$ cat config.mk
export PLATFORM = sky130hd
export DESIGN_NAME = led_frame_sequencer
export DESIGN_NICKNAME = d
export VERILOG_FILES = /design/src/rtl/led_frame_sequencer.sv
export SDC_FILE = /design/constraint.sdc
export NUM_CORES = 1
export LEC_CHECK = 0
export ABC_AREA = 1
export BUFFER_PORTS_ARGS = -buffer_cell sky130_fd_sc_hd__buf_2
export CORE_ASPECT_RATIO = 1.2
export CORE_MARGIN = 8
export CORE_UTILIZATION = 59
export CTS_CLUSTER_DIAMETER = 60
export DETAILED_ROUTE_END_ITERATION = 8
export PLACE_DENSITY = 0.81
export SYNTH_ARGS = -nofsm -noshare
export SYNTH_HDL_FRONTEND = slang
export SYNTH_SLANG_ARGS = --single-unit
$ cat constraint.sdc
create_clock -name clk -period 2.3 [get_ports clk]
set_input_delay 0.23 -clock clk [delete_from_list [all_inputs] [get_ports clk]]
set_output_delay 0.23 -clock clk [all_outputs]
set_load 0.03 [all_outputs]
$ cat src/rtl/led_frame_sequencer.sv
// Frame sequencer for a WS2812-style LED chain. It fetches 24-bit GRB pixels,
// streams them MSB-first to a bit encoder, then holds the latch/reset gap.
module led_frame_sequencer #(
    parameter int unsigned TRESET_CYCLES = 5000,
    parameter int unsigned PIX_CNT_W     = 10
) (
    input  logic                 clk,
    input  logic                 rst,
    input  logic                 start,
    input  logic                 abort,
    input  logic [PIX_CNT_W-1:0] num_pixels,
    input  logic [23:0]          pix_data,
    input  logic                 pix_valid,
    output logic                 pix_ready,
    output logic                 bit_out,
    output logic                 bit_valid,
    input  logic                 bit_ready,
    output logic                 busy,
    output logic                 done,
    output logic                 underrun
);

    localparam int unsigned PIX_W = 24;
    localparam int unsigned IDX_W = 5;
    localparam int unsigned LAT_W = (TRESET_CYCLES > 1) ? $clog2(TRESET_CYCLES) : 1;
    localparam logic [LAT_W-1:0] LAT_LOAD = LAT_W'(TRESET_CYCLES - 1);
    localparam logic [IDX_W-1:0] IDX_TOP  = IDX_W'(PIX_W - 1);

    typedef enum logic [1:0] {
        IDLE  = 2'd0,
        FETCH = 2'd1,
        SHIFT = 2'd2,
        LATCH = 2'd3
    } state_e;

    state_e               state_q, state_d;
    logic [PIX_CNT_W-1:0] num_q, num_d;
    logic [PIX_CNT_W-1:0] pix_cnt_q, pix_cnt_d;
    logic [IDX_W-1:0]     bit_idx_q, bit_idx_d;
    logic [PIX_W-1:0]     sr_q, sr_d;
    logic [LAT_W-1:0]     lat_q, lat_d;
    logic                 underrun_q, underrun_d;

    always_ff @(posedge clk or posedge rst) begin
        if (rst) begin
            state_q    <= IDLE;
            num_q      <= '0;
            pix_cnt_q  <= '0;
            bit_idx_q  <= '0;
            sr_q       <= '0;
            lat_q      <= '0;
            underrun_q <= 1'b0;
        end else begin
            state_q    <= state_d;
            num_q      <= num_d;
            pix_cnt_q  <= pix_cnt_d;
            bit_idx_q  <= bit_idx_d;
            sr_q       <= sr_d;
            lat_q      <= lat_d;
            underrun_q <= underrun_d;
        end
    end

    // Next-state logic; every path into LATCH arms the gap counter.
    always_comb begin
        state_d    = state_q;
        num_d      = num_q;
        pix_cnt_d  = pix_cnt_q;
        bit_idx_d  = bit_idx_q;
        sr_d       = sr_q;
        lat_d      = lat_q;
        underrun_d = underrun_q;

        case (state_q)
            IDLE: begin
                if (start) begin
                    num_d      = num_pixels;
                    pix_cnt_d  = '0;
                    underrun_d = 1'b0;
                    if (num_pixels == '0) begin
                        state_d = LATCH;
                        lat_d   = LAT_LOAD;
                    end else begin
                        state_d = FETCH;
                    end
                end
            end
            FETCH: begin
                if (abort) begin
                    state_d = LATCH;
                    lat_d   = LAT_LOAD;
                    sr_d    = '0;
                end else if (pix_valid) begin
                    sr_d      = pix_data;
                    bit_idx_d = IDX_TOP;
                    state_d   = SHIFT;
                end else if (pix_cnt_q != '0) begin
                    underrun_d = 1'b1;
                end
            end
            SHIFT: begin
                // Abort wins over a simultaneous bit acceptance.
                if (abort) begin
                    state_d   = LATCH;
                    lat_d     = LAT_LOAD;
                    sr_d      = '0;
                    bit_idx_d = '0;
                end else if (bit_ready) begin
                    if (bit_idx_q != '0) begin
                        sr_d      = {sr_q[PIX_W-2:0], 1'b0};
                        bit_idx_d = bit_idx_q - IDX_W'(1);
                    end else begin
                        pix_cnt_d = pix_cnt_q + PIX_CNT_W'(1);
                        if (pix_cnt_d == num_q) begin
                            state_d = LATCH;
                            lat_d   = LAT_LOAD;
                        end else begin
                            state_d = FETCH;
                        end
                    end
                end
            end
            LATCH: begin
                if (lat_q == '0) begin
                    state_d = IDLE;
                end else begin
                    lat_d = lat_q - LAT_W'(1);
                end
            end
            default: state_d = IDLE;
        endcase
    end

    assign pix_ready = (state_q == FETCH);
    assign bit_valid = (state_q == SHIFT);
    assign bit_out   = (state_q == SHIFT) & sr_q[PIX_W-1];
    assign busy      = (state_q != IDLE);
    assign done      = (state_q == LATCH) && (lat_q == '0);
    assign underrun  = underrun_q;

endmodule

==> impl_metrics.yaml <==
run_status:
  status: "complete, no violations"
timing:
  min_period_over_period: 0.940
  max_freq_mhz: 463
  hold_viol_final: 0
  finalSetupViolations: 0
  period_minus_slack_ns: 2.16
  tightest_slew_ns: 0.645
  max-slew-margin-rel: 0.569
  maxSlewViolCount: 0
  worst_slack_ns: 0.138
  clock_skew_ns: 0.00978
detailed_routing:
  drtPass1Iterations: 5
  initialDrtViolationCount: 205
  drc: 0
  ant_nets: 0
  vias: 3525
  post_drt_via_cell_ratio: 5.37
  wire_per_inst_um: 13.2
  drt_wl_total_mm: 8.65
flow_run:
  maxCapViolations: 0
synthesis:
  synth_top_area_frac: 0.424
  synth_warnings: 0
  synth-seq-cells: 65
  synthesis.area_um2: 3840
  synth_top_cell_by_area: "dfrtp_1"
  netlist_instances: 516
  synth_nets: 566
  synth.distinct_cells: 34
  ys_seq_area_frac: 0.424
  synth_edf_count: 0
  yosys-top-cells-area: "dfrtp_1 42%, nand2_1 13%, inv_1 6.3%, o21ai_0 4.6%, nor2_1 4.5%"
  synth-main-ff-cell: "dfrtp_1"
  async_reset_ff_frac: 1.00
  postSynthAreaPerCell_um2: 7.44
floorplanning:
  dieArea_um2: 9360
  ios: 46
  start_util: 0.603
  die_height_um: 104
  die_x_um: 89.6
  std_cell_rows: 32
  design.core.area_um2: 6370
clock_tree:
  cts.clk_slew.worst_paths_ns: 0.07
  cts_tree: "yes"
  clk_latency_ns: 0.34
  cts_root_buf: "clkbuf_8"
  cts.sinks: 65
  cts-buffers-inserted: 9
  clock_path_buffers: 2
  htreeDepth: 3
placed_design:
  routabilityCongestion: 0.902
  portBuffers: 45
  dp_hpwl_mm: 6.31
  post-place-ws_ns: 0.108
  placed_cells: 638
final_layout:
  final_util: 0.693
  nets: 617
  final_cell_mix: "135 x nand2_1, 64 x dfrtp_1, 63 x inv_1"
  nFillCells: 472
  final_cells: 657
  area_delta_synth_final_pct: 14.9
  layout-drive-gt1-share: 0.205
  final_common_cell: "nand2_1"
  n_antenna_cell: 0
  regArea_um2: 1630
  multi_input_area_um2: 1890
critical_path:
  worst_path_most_repeated_cell: "inv_1"
  criticalPathCategory: "register to register"
  crit_fanout: 12
  worstPathArrival_ns: 2.39
  max_stage_delay_ns: 0.42
  path_cells: "inv_1, ha_1, nand2_1, inv_1, nor3_1, nand3_1, nor2_2, nand2_4, nand2_2, o21ai_2"
  crit_path_top_delay_cell: "dfrtp_1"
  start_kind: "register"
  worst_setup_path_end_kind: "register"
  worstPathRequired_ns: 2.53
global_routing:
  overflow: 0
  grt_usage: 0.196
  grt_pass1_vias: 3423
  grt_pass1_wl_mm: 14.8
  grt_max_degree: 49
  antenna_found_initial: 0
hold_path:
  worstHoldPathType: "input port to register"
pwr:
  p_per_area_nw_per_um2: 1200
  peakVddDrop_v: 0.000867
  p_leak_uw: 0.00216
==> routing by layer <==
layer	global-route usage	share of wire	up-vias
met4	0.0858	0.026	0
met3	0.0364	0.042	23
met1	0.237	0.42	1649
met2	0.323	0.51	84
li1	-	-	1769
met5	0	0	-
==> synth_stat cells, types with 4 or more instances <==
cell and count:
o22ai_1 10, nand3_1 34, nor4_1 4, nor3_1 4, a31oi_1 9, nor2_1 46
nand2_1 135, ha_1 10, nand4_1 6, inv_2 5, o21ai_1 8, nor2_2 4
dfrtp_1 65, clkbuf_1 10, nand2_2 12, o21ai_2 10, a21oi_1 14, o21ai_0 35
or2_2 5, inv_1 64
==> registers in the layout, summed over array words and instances, names as in the netlist <==
name,flops
bit_idx_q,5
lat_q,13
num_q,10
pix_cnt_q,10
sr_q,24
state_q,2
underrun,1
==> where the power goes <==
part	switching (µW)	internal [µW]	leakage [µW]
Combinational	1580	828	0.00125
Clock	447	605	0.000106
Sequential	270	1560	0.000802
==> through the flow <==
step	instance area, µm²	total power, µW	setup TNS, ns	hold WS (ns)
2_1_floorplan	3840	3750	0	0.381
3_3_place_gp	4160	4060	0	0.352
3_5_place_dp	4160	4160	0	0.358
4_1_cts	4380	5230	0	0.129
5_1_grt	4410	5740	-0.00771	0.148
6_report	4410	5290	0	0.144
==> what timing repair did <==
action,in CTS,in global routing
setup buffers,0,1
resized for setup,0,4
hold endpoints to repair,28,0
hold buffers,1,0
setup endpoints to repair,0,37
==> final cells by class <==
type	instances	area share
clock buffers	10	0.0289
flip-flops and latches	65	0.369
inverters	69	0.0593
multi-input cells	367	0.429
clock inverters	6	0.0187
well taps	85	0.0241
repair buffers	55	0.0715
==> final timing paths <==
path | start | endpoint | slack (ns) | cells after the start
setup / recovery | state_q[1] | lat_q[5] | 0.14 | 10
hold reg to reg | lat_q[1] | lat_q[1] | 0.50 | 2
setup reg to reg | state_q[1] | lat_q[5] | 0.14 | 10
hold / removal | num_pixels[0] | num_q[0] | 0.14 | 2
min in group asynchronous | rst | lat_q[2] | 0.52 | 3
max in group asynchronous | rst | pix_cnt_q[0] | 1.15 | 4
==> worst max-delay path: cells and delay by family, from the launching register on <==
| family | cells | cell delay (ns) |
|---|---|---|
| simple gates | 6 | 1.14 |
| flops | 1 | 0.42 |
| fa+ha+maj | 1 | 0.28 |
| buf+inv | 2 | 0.18 |
| compound gates | 1 | 0.05 |
==> cell families (layout without fill, tap and decap cells) <==
logic type / count (synthesis) / in the layout / share of synthesized area
AOI/OAI and AO/OA: 92 / 92 / 0.140
xor gates and xnor gates: 5 / 5 / 0.0114
adders and majority gates: 10 / 10 / 0.0326
buffers and inverters: 85 / 140 / 0.0906
DFF: 65 / 65 / 0.424
muxes: 1 / 1 / 0.00293
and+or+nand+nor: 258 / 259 / 0.299
Note: power is estimated with default switching activity, not from simulation.
